<file path="config.mk">
export PLATFORM = sky130hd
export DESIGN_NAME = cond_eval_unit
export DESIGN_NICKNAME = d
export VERILOG_FILES = /design/src/rtl/cond_eval_unit.sv
export SDC_FILE = /design/constraint.sdc
export NUM_CORES = 1
export LEC_CHECK = 0
export CORE_AREA = 2 2 55 57
export DETAILED_ROUTE_END_ITERATION = 10
export DIE_AREA = 0 0 57 59
export PLACE_DENSITY = 0.88
export SETUP_SLACK_MARGIN = 0.02
export SYNTH_ARGS = -nofsm -noshare
export SYNTH_HDL_FRONTEND = slang
export SYNTH_SLANG_ARGS = --single-unit
</file>
<file path="constraint.sdc">
create_clock -name clk -period 4.2 [get_ports clk]
set_clock_uncertainty 0.1 [all_clocks]
set_input_delay 0.63 -clock clk [delete_from_list [all_inputs] [get_ports clk]]
set_output_delay 0.63 -clock clk [all_outputs]
set_load 0.005 [all_outputs]
</file>
<file path="src/rtl/cond_eval_unit.sv">
// cond_eval_unit: NZCV status register, flag-writer scoreboard and
// in-order multi-lane condition evaluation with writeback forwarding.
module cond_eval_unit #(
  parameter int LANES        = 2,
  parameter int MAX_INFLIGHT = 4,
  parameter int FWD_EN       = 1
) (
  input  logic               clk,
  input  logic               rst_n,
  input  logic               flush,
  input  logic               flag_wr_en,
  input  logic [3:0]         flag_wr_nzcv,
  input  logic [3:0]         flag_wr_mask,
  input  logic [LANES-1:0]   issue_valid,
  input  logic [4*LANES-1:0] issue_cond,
  input  logic [LANES-1:0]   issue_sets_flags,
  output logic [LANES-1:0]   issue_accept,
  output logic [LANES-1:0]   match_valid,
  output logic [LANES-1:0]   matched,
  output logic [3:0]         status_nzcv,
  output logic [3:0]         pend_cnt
);

  localparam int CW = 8;
  localparam logic FWD = (FWD_EN != 0);
  localparam logic [CW-1:0] MAXC = CW'(MAX_INFLIGHT);

  function automatic logic cond_hit(
    input logic [3:0] f,
    input logic [3:0] c
  );
    logic n, z, cy, v, r;
    {n, z, cy, v} = f;
    case (c)
      4'h0: r = z;
      4'h1: r = ~z;
      4'h2: r = cy;
      4'h3: r = ~cy;
      4'h4: r = n;
      4'h5: r = ~n;
      4'h6: r = v;
      4'h7: r = ~v;
      4'h8: r = cy & ~z;
      4'h9: r = ~cy | z;
      4'hA: r = (n == v);
      4'hB: r = (n != v);
      4'hC: r = ~z & (n == v);
      4'hD: r = z | (n != v);
      4'hE: r = 1'b1;
      default: r = 1'b0;
    endcase
    return r;
  endfunction

  logic [3:0]       merged;
  logic [3:0]       eff;
  logic             wr_fwd;
  logic             dec;
  logic             fwd_res;
  logic [CW-1:0]    base;
  logic [CW-1:0]    cnt;
  logic [LANES-1:0] acc;
  logic [LANES-1:0] hit;
  logic             chain;
  logic             setter;
  logic [3:0]       c;
  logic             unc;
  logic             res;
  logic             room;
  logic             ok;

  assign merged = (status_nzcv & ~flag_wr_mask)
                | (flag_wr_nzcv & flag_wr_mask);
  assign wr_fwd = FWD & flag_wr_en;
  assign eff    = wr_fwd ? merged : status_nzcv;
  // a write with nothing pending must not underflow the count
  assign dec    = flag_wr_en & (pend_cnt != 4'd0);
  assign base   = CW'(pend_cnt) - CW'(dec);
  assign fwd_res = (pend_cnt == 4'd0)
                 | ((pend_cnt == 4'd1) & wr_fwd);

  // lanes admitted oldest first; cnt tracks the projected count
  always_comb begin
    cnt    = base;
    chain  = ~flush;
    setter = 1'b0;
    acc    = '0;
    hit    = '0;
    c      = '0;
    unc    = 1'b0;
    res    = 1'b0;
    room   = 1'b0;
    ok     = 1'b0;
    for (int i = 0; i < LANES; i++) begin
      c    = issue_cond[4*i +: 4];
      unc  = (c == 4'hE) | (c == 4'hF);
      res  = fwd_res | unc;
      room = ~issue_sets_flags[i]
           | ((cnt + CW'(1)) <= MAXC);
      ok   = chain & issue_valid[i] & res
           & (~setter | unc) & room;
      acc[i] = ok;
      hit[i] = ok & cond_hit(eff, c);
      if (ok & issue_sets_flags[i]) begin
        cnt    = cnt + CW'(1);
        setter = 1'b1;
      end
      chain = ok;
    end
  end

  assign issue_accept = acc;

  always_ff @(posedge clk or negedge rst_n) begin
    if (!rst_n) begin
      status_nzcv <= 4'd0;
      pend_cnt    <= 4'd0;
      match_valid <= '0;
      matched     <= '0;
    end else begin
      if (flag_wr_en)
        status_nzcv <= merged;
      pend_cnt    <= flush ? 4'd0 : cnt[3:0];
      match_valid <= acc;
      matched     <= hit;
    end
  end

endmodule

</file>
== Word-level counts from Yosys, hierarchy flattened ==
Index checks and enable logic that the tools add are counted.
Operators by class
  mux-type cells: 7
  reduce and logical (&&, ||, !) cells: 4
  magnitude comparators: 2
  add/subtract/negate cells: 3
  eq/ne operators: 33
  bitwise gates (word level): 37
Operator list (number)
  $eq A4 B4 Y1 const B: 16
  $eq A4 B3 Y1 const B: 8
  $pmux W1 S15: 2
  $eq A4 B2 Y1 const B: 4
  $le A8 B3 Y1 const B: 2
  $and A1 B1 Y1: 15
  $eq A4 B1 Y1 const B: 3
  $logic_not A4 Y1: 3
  $mux W4: 3
  $or A1 B1 Y1: 10
  $add A8 B1 Y8 const B: 1
  $and A4 B4 Y4: 2
  $mux W8: 1
  $not A1 Y1: 8
  $add A5 B2 Y6 const B: 1
  $sub A4 B1 Y5: 1
  $not A4 Y4: 1
  $or A4 B4 Y4: 1
  $reduce_bool A4 Y1: 1
  $eq A1 B1 Y1: 1
  $mux W1: 1
  $ne A1 B1 Y1: 1
Storage, ports and cells
  output and inout port bits: 14
  logic and storage cells: 90
  bits of input ports: 24
  bits in registers: 12

== Logic depth before layout (Yosys ltp) ==
Gate-level depths: netlist (run 1).
  word-level depth: 16
  depth in mapped cells: 16
  depth with buffers taken out: 13

== Worst setup path after synthesis (run 1) ==
No wires, ideal clock.
  path type: register -> output
  from: reg pend_cnt[3]
  to: out issue_accept[1]
  required time: 3.470 ns
  stages on the path, launching flop included: 16
  buffers on the path: 2
  data arrival time: 3.253 ns
  path slack: 0.217 ns
  path through: dfrtp_1 buf_6 nor3_2 a21boi_0 ha_1 ha_1 or2_2 mux2i_1 o32ai_1 a32oi_2 mux2_2 ha_1 a21oi_1 nand2b_1 a21oi_1 buf_4
On the way
  word-level cells in the longest chain between the ends: 13
  elaborated cells on any way between the ends: 26
  classes of those cells: 3 x add/sub; 2 x order compare; 1 x eq/ne; 2 x mux; 16 x bitwise; 2 x reduce/logical
Ends and longest elaborated chain
  start: declaration: RTL line 21  | output logic [3:0] pend_cnt
  start signal: assignment: RTL line 123  | pend_cnt <= flush ? 4'd0 : cnt[3:0];
  $reduce_bool A4 Y1: RTL line 77  | assign dec = flag_wr_en & (pend_cnt != 4'd0);
  $and A1 B1 Y1: RTL line 77
  $sub A4 B1 Y5: RTL line 78  | assign base = CW'(pend_cnt) - CW'(dec);
  $add A5 B2 Y6: RTL line 99, 105
  $le A8 B3 Y1: RTL line 99  | | ((cnt + CW'(1)) <= MAXC);
  $or A1 B1 Y1: RTL line 99
  $and A1 B1 Y1: RTL line 101  | & (~setter | unc) & room;
  $and A1 B1 Y1: RTL line 104  | if (ok & issue_sets_flags[i]) begin
  $mux W8 / $mux W1 (equally long branches): RTL line 104
  $add A8 B1 Y8 / $not A1 Y1 (equally long branches)
  $le A8 B3 Y1 / $or A1 B1 Y1 (equally long branches): RTL line 99, 101
  $or A1 B1 Y1 / $and A1 B1 Y1 (equally long branches): RTL line 99, 101
  $and A1 B1 Y1 (*): RTL line 101
  end: declaration: RTL line 17  | output logic [LANES-1:0] issue_accept,
Mark *: on every way between the ends. The rest lies on a longest branch, timed or not.

== Worst setup path in the final report (run 1) ==
  from: in flag_wr_en
  to: out issue_accept[1]
On the way
  word-level cells in the longest chain between the ends: 12
  elaborated cells on any way between the ends: 23
  classes of those cells: 3 x add/sub; 2 x order compare; 2 x mux; 16 x bitwise
Ends and longest elaborated chain
  start: declaration: RTL line 11  | input logic flag_wr_en,
  $and A1 B1 Y1: RTL line 77
  $sub A4 B1 Y5: RTL line 78
  $add A5 B2 Y6: RTL line 99, 105
  $le A8 B3 Y1: RTL line 99
  $or A1 B1 Y1: RTL line 99
  $and A1 B1 Y1: RTL line 101
  $and A1 B1 Y1: RTL line 104
  $mux W8 / $mux W1 (equally long branches): RTL line 104
  $add A8 B1 Y8 / $not A1 Y1 (equally long branches)
  $le A8 B3 Y1 / $or A1 B1 Y1 (equally long branches): RTL line 99, 101
  $or A1 B1 Y1 / $and A1 B1 Y1 (equally long branches): RTL line 99, 101
  $and A1 B1 Y1 (*): RTL line 101
Marks and branches as above.

==> qor.csv, run 1 <==
stage,metric,value,unit
critical_path,"Largest delay share family, worst path",buffers and inverters,
clock_network,Clock Pin Slew Worst Setup and Hold Paths,0.07,ns
synth,"Seq/Total Area, Yosys",24.51,%
synth,Synth warnings,0,
sta,Worst Slack Setup Final,0.2264,ns
sta,Final Hold Fails,0,
placement,input/output buffers,37,
floorplan,Die Wd,57,µm
drt,vias post-DR,1424,
clock_network,CTS tree,done,
clock_network,clk sinks,12,
pwr,PD cells,803.9,nW/µm²
final_layout,share of cells above drive strength 1,32.09,%
critical_path,slowest cell on the critical path,dlygate4sd2_1,
sta,period utilisation layout,94.61,%
sta,RSZ-0062 raised after global routing,no,
floorplan,FP Rows,19,
placement,dpl ws,-0.6556,ns
outcome,status,finished clean,
final_layout,final core utilization,72.85,%
synth,post-synth top area cell,dfrtp_1,
critical_path,Worst Path Arrival,3.24,ns
grt,largest net degree at the start of global routing,13,
pwr,Gate power share,83.9,%
synth,"Cell Area, Synth",1225,µm²
critical_path,CP endpoint kind,primary output,
placement,HPWL Detailed,3.164,mm
synth,Post-synth EDFFs,0,
sta,worst rel slew slack,62.43,%
sta,setup violators final,0,
clock_network,clk_lat worst skew,0.28,ns
drt,DRT iter0 DRCs,52,
pwr,Seq pwr share,10.2,%
final_layout,Inserted Diodes,0,
pwr,Sw Share,42.65,%
sta,fmax,0.2517,GHz
synth,largest cells by area after synthesis,"dfrtp_1 (25%), nand2_1 (4.3%), ha_1 (4.1%), nor2_1 (3.4%), a21oi_1 (3.3%)",
drt,vias per cell,5.789,
pwr,Pwr Total,1587,µW
clock_network,CTS max path bufs,2,
pwr,Internal,910.2,µW
grt,number of global-route vias before repair,1504,
drt,DR top layer,met4,
grt,GR Overflow Total,0,
flow_run,max cap viols,0,
placement,Placed Area,1826,µm²
sta,Hold Slack,0.5196,ns
floorplan,Core Area,2710,µm²
clock_network,H-tree depth,1,
critical_path,CP Class,input port to primary output,
synth,Mapped Cells,143,
drt,metal2 WL,2.189,mm
pwr,Net Sw Power,677.0,µW
critical_path,crit start category,input port,
final_layout,fin nets,244,
pwr,Clock Power Share,5.9,%
sta,Worst Tran Pin Value,0.5618,ns
pwr,maximum VDD drop,620.4,µV
critical_path,CP required,3.47,ns
final_layout,final instance area,1974,µm²
placement,gpl congestion,0.8953,
synth,"top cells by count, synth","nand2_1 (14), dfrtp_1 (12), nor2_1 (11)",
synth,"Net Count, Synth",171,
synth,ys async rst share,100.0,%
drt,met3 routed WL,218,µm
clock_network,CTS root buf,clkbuf_4,
sta,Final Max Slew Viols,0,
drt,Total Wirelength,3.987,mm
synth,"Primary FF master, synth",dfrtp_1,
sta,minimum clock period,3.974,ns
grt,GRT Total Usage,25.06,%
critical_path,Crit Path Max Fanout,4,
synth,Synth Register Bits,12,
critical_path,worst path buffer plus inverter count,4,
pwr,leakage power,0.0008658,µW
floorplan,Initial Utilization,45.20,%
grt,first-pass GRT wire length,6.617,mm
critical_path,crit-path cells,"dlygate4sd2_1, a21boi_2, ha_2, ha_4, buf_6, nor3b_2, mux2i_1, o32ai_2, a32oi_2, buf_4, xnor2_4, ha_4, a21oi_2, nand2b_4, a21oi_2, buf_2",
final_layout,P&R area growth vs syn,61.18,%
floorplan,die area,3363,µm²
floorplan,num ports,38,
synth,post-synth cell types,53,
final_layout,Fillers,210,
synth,post-synth top area share,24.51,%
drt,WL per Instance,16.21,µm
drt,first drt pass iteration count,4,
drt,M1 wire length,1.480,mm
drt,ANT nets after route,0,
worst_hold_path,Tightest Hold Check Type,flop to flop,
floorplan,Die Y-Extent,59,µm
synth,Synth Area per Inst,8.566,µm²
synth,most frequent cell after synthesis,nand2_1,
drt,detailed-route DRC error count,0,
critical_path,max incr delay on CP,0.25,ns
grt,initial antenna violation count,0,
clock_network,Num CTS Buffers,3,
layer usage:
| layer | GRT usage, % | vias up |
|---|---|---|
| li1 | - | 681 |
| met1 | 26.50 | 669 |
| met2 | 50.08 | 63 |
| met3 | 2.838 | 11 |
| met4 | 9.967 | 0 |
| met5 | 0 | - |
cells in the final DEF (no fill, tap or decap), types with 3 or more instances in the layout:
cell type        count
dfrtp_1             12
nor2_1              11
buf_4               35
and4_4               3
inv_1                9
mux2i_1              4
nand2_1             14
nand2b_1             3
clkbuf_4             3
nand3_1              4
a31oi_1              3
o21ai_0              5
clkdlybuf4s50_1     34
a21oi_1              6
xor2_1               3
xnor2_1              3
cells by family after synthesis:
family,after synthesis,share of synthesized area (%)
AND/OR/NAND/NOR,62,30.64
AO/OA/AOI/OAI,37,22.68
buffers and inverters,14,6.128
flip-flops,12,24.51
XOR/XNOR,7,5.005
multiplexers,7,6.946
adder cells (fa/ha/maj),4,4.086
area by class of cell:
cell class                 instances  area, µm²  share of cell area [%]
clock buffer                       4      36.28                   1.838
inverter                           9      33.78                   1.711
multi-input combinational        117      928.4                   47.02
sequential                        12      300.3                   15.21
tap                               31      38.79                   1.965
timing repair buffer              73      636.9                   32.26
registers in the layout (all words and copies together), names as in the netlist:
register	flops
status_nzcv	4
match_valid	2
pend_cnt	4
matched	2
final timing paths:
path | from | endpoint | slack, ns | cells after the start
min reg2reg | status_nzcv[1]$_DFF_PN0_ | status_nzcv[1]$_DFF_PN0_ | 0.52 | 1
max | flag_wr_en | issue_accept[1] | 0.23 | 16
max reg2reg | pend_cnt[1]$_DFF_PN0_ | pend_cnt[0]$_DFF_PN0_ | 0.63 | 15
max in group asynchronous | rst_n | pend_cnt[0]$_DFF_PN0_ | 3.02 | 1
min in group asynchronous | rst_n | matched[0]$_DFF_PN0_ | 0.60 | 1
min | status_nzcv[1]$_DFF_PN0_ | status_nzcv[1]$_DFF_PN0_ | 0.52 | 1
metrics by stage:
| stage | instances | TNS (ns) |
|---|---|---|
| floorplan | 143 | 0 |
| global placement | 237 | -0.6848 |
| detailed placement | 237 | -1.036 |
| CTS | 246 | 0 |
| global route | 246 | 0 |
| finish | 246 | 0 |
power by group through the flow:
stage	Sequential [µW]	Clock (µW)	Combinational (µW)
floorplan	169	0	632
global placement	162	0	1070
detailed placement	164	0	1120
CTS	161	94.3	1320
global route	165	97.1	1440
finish	162	93.9	1330
repair_timing:
item / 4_1_cts / 5_1_grt
hold buffers: 0 / 0
endpoints found under the hold margin: 0 / 0
setup buffers: 5 / 0
gates resized for setup: 21 / 0
endpoints found under the setup margin: 2 / 0
Note: power is estimated with default switching activity, not from simulation.
==> run 2, diff against run 1 <==
--- a/config.mk
+++ b/config.mk
@@ -8,8 +8,10 @@
 export CORE_AREA = 2 2 55 57
 export DETAILED_ROUTE_END_ITERATION = 10
 export DIE_AREA = 0 0 57 59
+export GPL_ROUTABILITY_DRIVEN = 0
 export PLACE_DENSITY = 0.88
 export SETUP_SLACK_MARGIN = 0.02
+export SKIP_LAST_GASP = 1
 export SYNTH_ARGS = -nofsm -noshare
 export SYNTH_HDL_FRONTEND = slang
 export SYNTH_SLANG_ARGS = --single-unit
==> run 2 against run 1 <==
Net effect:
- flip-flop and latch count did not move
- utilization fell by 0.69 points
- via count rose by 3.1%
- largest power group unchanged
- critical path type unchanged
- hold slack got worse by 0.018 ns
- sequential power rose by 2%
==> qor.csv, run 2 (same netlist as run 1, synthesis figures left out) <==
stage,metric,value,unit,change
placement,HPWL Detailed,3.173,mm,+0.27%
floorplan,num ports,38,,unchanged
final_layout,final instance area,1956,µm²,-0.95%
clock_network,CTS root buf,clkbuf_4,,
sta,Final Max Slew Viols,0,,unchanged
pwr,Clock Power Share,6.1,%,+0.2 points
final_layout,top flop regs,"pend_cnt x4, status_nzcv x4",,
drt,Total Wirelength,4.135,mm,+3.7%
final_layout,"most common cell after layout, fill and taps aside",buf_4,,
clock_network,clk_lat worst skew,0.28,ns,about the same
pwr,Seq pwr share,10.5,%,+0.3 points
pwr,maximum VDD drop,644.2,µV,+3.8%
drt,ANT nets after route,0,,unchanged
drt,vias per cell,5.919,,+2.3%
floorplan,Core Area,2710,µm²,unchanged
sta,worst rel slew slack,62.55,%,+0.12 points
placement,input/output buffers,37,,unchanged
drt,vias post-DR,1468,,+3.1%
final_layout,Inserted Diodes,0,,unchanged
critical_path,CP endpoint kind,primary output,,
final_layout,most frequent cells in the layout,"buf_4 (38), clkdlybuf4s50_1 (34), nand2_1 (14)",,
floorplan,Initial Utilization,45.20,%,unchanged
drt,DRT iter0 DRCs,48,,-7.7%
final_layout,share of cells above drive strength 1,32.26,%,+0.17 points
grt,number of global-route vias before repair,1584,,+5.3%
critical_path,Crit Path Max Fanout,4,,unchanged
critical_path,CP required,3.47,ns,about the same
outcome,status,finished clean,,
critical_path,crit start category,input port,,
critical_path,Worst Path Arrival,3.30,ns,+0.06 ns
pwr,Internal,893.7,µW,-1.8%
grt,largest net degree at the start of global routing,13,,unchanged
sta,RSZ-0062 raised after global routing,no,,
drt,WL per Instance,16.67,µm,+2.9%
sta,fmax,0.2481,GHz,-1.4%
sta,setup violators final,0,,unchanged
critical_path,reg2reg setup slack,0.58,ns,-0.05 ns
floorplan,Die Y-Extent,59,µm,unchanged
floorplan,Die Wd,57,µm,unchanged
pwr,leakage power,0.0008748,µW,+1.0%
placement,Placed Area,1826,µm²,unchanged
pwr,Net Sw Power,683.5,µW,+0.96%
sta,period utilisation layout,95.95,%,+1.3 points
clock_network,clk sinks,12,,unchanged
drt,first drt pass iteration count,4,,unchanged
pwr,Sw Share,43.33,%,+0.68 points
clock_network,CTS tree,done,,
sta,Final Hold Fails,0,,unchanged
floorplan,FP Rows,19,,unchanged
floorplan,die area,3363,µm²,unchanged
clock_network,CTS max path bufs,2,,unchanged
final_layout,P&R area growth vs syn,59.65,%,
clock_network,Num CTS Buffers,3,,unchanged
grt,GRT Total Usage,26.01,%,+0.95 points
clock_network,H-tree depth,1,,unchanged
sta,Hold Slack,0.5011,ns,-0.01849 ns
sta,Worst Tran Pin Value,0.5600,ns,-0.001800 ns
grt,first-pass GRT wire length,6.900,mm,+4.3%
drt,detailed-route DRC error count,0,,unchanged
flow_run,max cap viols,0,,unchanged
worst_hold_path,Tightest Hold Check Type,flop to flop,,
grt,GR Overflow Total,0,,unchanged
final_layout,fin nets,246,,+0.82%
clock_network,Clock Pin Slew Worst Setup and Hold Paths,0.08,ns,about the same
pwr,PD cells,806.5,nW/µm²,+0.32%
clock_network,"Hold-fix buffers, CTS",0,,unchanged
critical_path,CP Class,input port to primary output,,
pwr,Gate power share,83.4,%,-0.5 points
grt,initial antenna violation count,0,,unchanged
sta,minimum clock period,4.030,ns,+0.05629 ns
==> run 2: changes by cell type in the layout (fill, tap and decap cells not counted) <==
| cell | before | now |
|---|---|---|
| buf_4 | 35 | 38 |
| buf_6 | 1 | 0 |
| ha_1 | 1 | 2 |
| ha_2 | 1 | 2 |
| ha_4 | 2 | 0 |
| nor3_2 | 2 | 1 |
| nor3_4 | 0 | 1 |
| or2_2 | 2 | 3 |
| or2_4 | 1 | 0 |
| xnor2_2 | 0 | 1 |
| xnor2_4 | 1 | 0 |
==> run 2: final timing paths <==
kind / start / to / depth (start not counted)
max: flag_wr_en / issue_accept[0] / 12
min: status_nzcv[1]$_DFF_PN0_ / status_nzcv[1]$_DFF_PN0_ / 1
max reg2reg: pend_cnt[1]$_DFF_PN0_ / pend_cnt[0]$_DFF_PN0_ / 15
min reg2reg: status_nzcv[1]$_DFF_PN0_ / status_nzcv[1]$_DFF_PN0_ / 1
max in group asynchronous: rst_n / pend_cnt[1]$_DFF_PN0_ / 1
min in group asynchronous: rst_n / match_valid[0]$_DFF_PN0_ / 1
==> run 2: power by group through the flow <==
| stage | Sequential, µW | Clock, µW | Combinational, µW |
|---|---|---|---|
| 3_3_place_gp | 162 | 0 | 1050 |
| 2_1_floorplan | 169 | 0 | 632 |
| 4_1_cts | 161 | 94.8 | 1260 |
| 5_1_grt | 170 | 100 | 1410 |
| 6_report | 166 | 96.1 | 1320 |
| 3_5_place_dp | 163 | 0 | 1100 |
==> run 2: worst max-delay path: stages <==
cell	delay, ns
dlygate4sd2_1	0.25
a21boi_2	0.15
ha_2	0.19
ha_1	0.28
buf_4	0.16
nor3b_2	0.21
buf_4	0.15
nor2_1	0.05
or4_4	0.53
a32o_2	0.30
buf_4	0.14
dlygate4sd2_1	0.26
==> run 2: per-layer routing <==
metal | part of all wire (%) | global-route usage [%] | up-vias
met5 | 0 | 0 | -
met4 | 4.4 | 15.28 | 0
met3 | 4.5 | 2.620 | 17
met2 | 54 | 49.75 | 67
met1 | 37 | 27.53 | 688
li1 | - | - | 696
==> run 2: stage by stage <==
| stage | instances | setup WS [ns] | util [%] | power, µW | TNS, ns |
|---|---|---|---|---|---|
| finish | 248 | 0.1701 | 72.16 | 1577 | 0 |
| global route | 248 | 0.02013 | 72.16 | 1680 | 0 |
| CTS | 248 | 0.1622 | 71.93 | 1520 | 0 |
| detailed placement | 237 | -0.6180 | 67.36 | 1262 | -0.9486 |
| global placement | 237 | -0.4795 | 67.36 | 1215 | -0.6841 |
| floorplan | 143 | 0.2170 | - | 800.2 | 0 |
==> run 2: cell type report <==
type,count,area (µm²)
multi-input combinational,117,898.4
fill,216,754.5
timing repair buffer,75,648.1
sequential,12,300.3
tap,31,38.79
clock buffer,4,36.28
inverter,9,33.78
==> run 2: repair_timing <==
item | in CTS | in global routing
endpoints found under the hold margin | 0 | 0
setup endpoints to repair | 2 | 1
buffers inserted | 7 | 0
resized for setup | 16 | 1
pin swaps | 9 | 3
==> run 3, diff against run 2 <==
--- a/config.mk
+++ b/config.mk
@@ -9,7 +9,7 @@
 export DETAILED_ROUTE_END_ITERATION = 10
 export DIE_AREA = 0 0 57 59
 export GPL_ROUTABILITY_DRIVEN = 0
-export PLACE_DENSITY = 0.88
+export PLACE_DENSITY = 0.77
 export SETUP_SLACK_MARGIN = 0.02
 export SKIP_LAST_GASP = 1
 export SYNTH_ARGS = -nofsm -noshare
==> run 3 against run 2 <==
Net effect:
- setup slack improved by 0.018 ns
- sequential power fell by 3%
- largest cell class unchanged
- flip-flop and latch count did not move
- maximum frequency rose by 0.45%
- register-to-register slack improved by 0.16 ns
- hold slack improved by 0.034 ns
- die area did not move
- critical path type unchanged
- clock power fell by 0.5%
- first-iteration DRC count rose by 6.3%
==> qor.csv, run 3 (same netlist as run 1, synthesis figures left out) <==
stage,metric,value,unit,change
critical_path,crit start category,input port,,
drt,vias post-DR,1464,,-0.27%
critical_path,Crit Path Max Fanout,7,,+3
worst_hold_path,hold-critical path depth,1,,unchanged
sta,Hold Slack,0.5354,ns,+0.03434 ns
clock_network,Clock Pin Slew Worst Setup and Hold Paths,0.08,ns,about the same
floorplan,Core Area,2710,µm²,unchanged
critical_path,reg2reg setup slack,0.74,ns,+0.16 ns
critical_path,crit-path cells,"dlygate4sd2_1, a21boi_2, ha_2, ha_1, buf_4, nor3b_2, buf_4, nor2_1, or4_4, a32o_2, buf_4, dlygate4sd2_1",,
critical_path,Worst Path Arrival,3.28,ns,-0.02 ns
worst_hold_path,Hold Path End,status_nzcv[1]$_DFF_PN0_,,
critical_path,CP endpoint kind,primary output,,
sta,fmax,0.2493,GHz,+0.45%
critical_path,max incr delay on CP,0.54,ns,about the same
drt,detailed-route DRC error count,0,,unchanged
final_layout,Inserted Diodes,0,,unchanged
worst_hold_path,Tightest Hold Check Type,flop to flop,,
flow_run,max cap viols,0,,unchanged
final_layout,"most common cell after layout, fill and taps aside",buf_4,,
sta,RSZ-0062 raised after global routing,no,,
final_layout,top flop regs,"pend_cnt x4, status_nzcv x4",,
drt,first drt pass iteration count,4,,unchanged
grt,number of global-route vias before repair,1490,,-5.9%
sta,period utilisation layout,95.52,%,-0.43 points
critical_path,CP required,3.47,ns,about the same
sta,minimum clock period,4.012,ns,-0.01810 ns
floorplan,FP Rows,19,,unchanged
sta,worst rel slew slack,61.89,%,-0.66 points
final_layout,share of cells above drive strength 1,32.72,%,+0.46 points
drt,ANT nets after route,0,,unchanged
placement,HPWL Detailed,2.956,mm,-6.8%
final_layout,fin nets,246,,unchanged
floorplan,die area,3363,µm²,unchanged
grt,largest net degree at the start of global routing,13,,unchanged
critical_path,worst path buffer plus inverter count,5,,unchanged
floorplan,Die Y-Extent,59,µm,unchanged
clock_network,Num CTS Buffers,3,,unchanged
outcome,status,finished clean,,
drt,WL per Instance,15.67,µm,-6.0%
final_layout,most frequent cells in the layout,"buf_4 (38), clkdlybuf4s50_1 (34), nand2_1 (14)",,
critical_path,Critical R2R Launch,pend_cnt[1]$_DFF_PN0_,,
final_layout,P&R area growth vs syn,61.59,%,
sta,setup violators final,0,,unchanged
drt,vias per cell,5.903,,-0.27%
critical_path,RR Endpoint,pend_cnt[0]$_DFF_PN0_,,
critical_path,CP Class,input port to primary output,,
placement,placed insts,238,,+0.42%
pwr,leakage power,0.0008732,µW,-0.19%
critical_path,most frequent CP cell,buf_4,,
floorplan,num ports,38,,unchanged
clock_network,CTS root buf,clkbuf_4,,
final_layout,Final Non-Filler Cells,248,,unchanged
sta,Worst Tran Pin Value,0.5657,ns,+0.005721 ns
grt,initial antenna violation count,0,,unchanged
clock_network,clk_lat worst skew,0.28,ns,about the same
placement,input/output buffers,37,,unchanged
clock_network,CTS max path bufs,2,,unchanged
sta,Final Hold Fails,0,,unchanged
final_layout,final core utilization,73.04,%,+0.88 points
worst_hold_path,HP Start,status_nzcv[1]$_DFF_PN0_,,
drt,DRT iter0 DRCs,51,,+6.3%
clock_network,clk sinks,12,,unchanged
clock_network,CTS tree,done,,
critical_path,slowest cell on the critical path,or4_4,,
critical_path,worst reg2reg path depth,14,,-1
floorplan,Die Wd,57,µm,unchanged
drt,Total Wirelength,3.887,mm,-6.0%
pwr,PD cells,819.8,nW/µm²,+1.6%
floorplan,Initial Utilization,45.20,%,unchanged
clock_network,H-tree depth,1,,unchanged
grt,GR Overflow Total,0,,unchanged
critical_path,"Largest delay share family, worst path",buffers and inverters,,
grt,GRT Total Usage,24.61,%,-1.4 points
sta,Final Max Slew Viols,0,,unchanged
grt,first-pass GRT wire length,6.430,mm,-6.8%
pwr,maximum VDD drop,741.2,µV,+15%
==> run 3: cell count changes in the layout (fill, tap and decap cells not counted), sizes merged <==
cell / before / now
buf: 39 / 38
clkbuf: 4 / 5
==> run 3: repair_timing <==
item	in CTS	in global routing
gates resized for setup	14	5
setup endpoints to repair	2	1
buffers inserted	5	1
pin swaps	5	2
hold buffers	0	0
==> run 3: area by class of cell <==
type	instances	area, µm²
Timing Repair Buffer	75	648.1
Inverter	9	33.78
Multi-Input combinational cell	117	922.1
Clock buffer	4	36.28
Fill cell	202	730.7
Tap cell	31	38.79
Sequential cell	12	300.3
==> run 3: stage by stage <==
stage / setup slack, ns / instance area, µm² / total power (µW) / setup TNS (ns)
after floorplan: 0.2170 / 1225 / 800.2 / 0
after global placement: -0.4374 / 1833 / 1230 / -0.6460
after detailed placement: -0.5381 / 1833 / 1269 / -0.7497
after CTS: 0.03718 / 1959 / 1551 / 0
after global routing: 0.08212 / 1979 / 1737 / 0
final: 0.1882 / 1979 / 1623 / 0
==> run 3: metal layers <==
metal  share of wire [%]  wire length [µm]  vias to the layer above  global-route usage [%]
met1                  39              1526                      688                   28.47
met5                   0                 0                        -                       0
met4                 3.6               138                        0                   10.30
met3                 7.3               283                       16                   5.459
met2                  50              1938                       72                   44.01
li1                    -                 -                      688                       -
==> run 3: worst register-to-register path, stage by stage (launching register included) <==
cell,delay [ns]
dfrtp_1,0.40
nor3_2,0.24
a21boi_2,0.08
ha_2,0.17
ha_1,0.28
or2_2,0.29
mux2i_1,0.17
o32ai_2,0.12
a32oi_2,0.22
mux2_4,0.35
ha_4,0.18
buf_4,0.13
or2_2,0.32
and4_4,0.20
nor3_2,0.14
==> run 3: where the power goes <==
group          total [µW]  internal [µW]  switching, µW
Sequential            161            145           16.7
Combinational        1370            726            640
Clock                95.6           52.7           42.9
Total                1620            923            699
==> run 3: worst max-delay path by stage <==
| stage | start | cells after the start | slack, ns | end |
|---|---|---|---|---|
| floorplan | pend_cnt[3]$_DFF_PN0_ | 15 | 0.22 | issue_accept[1] |
| global placement | flag_wr_en | 14 | -0.44 | issue_accept[1] |
| detailed placement | flag_wr_en | 14 | -0.54 | issue_accept[1] |
| CTS | flag_wr_en | 14 | 0.04 | issue_accept[1] |
| global route | flag_wr_en | 12 | 0.08 | issue_accept[0] |
| finish | flag_wr_en | 12 | 0.19 | issue_accept[0] |
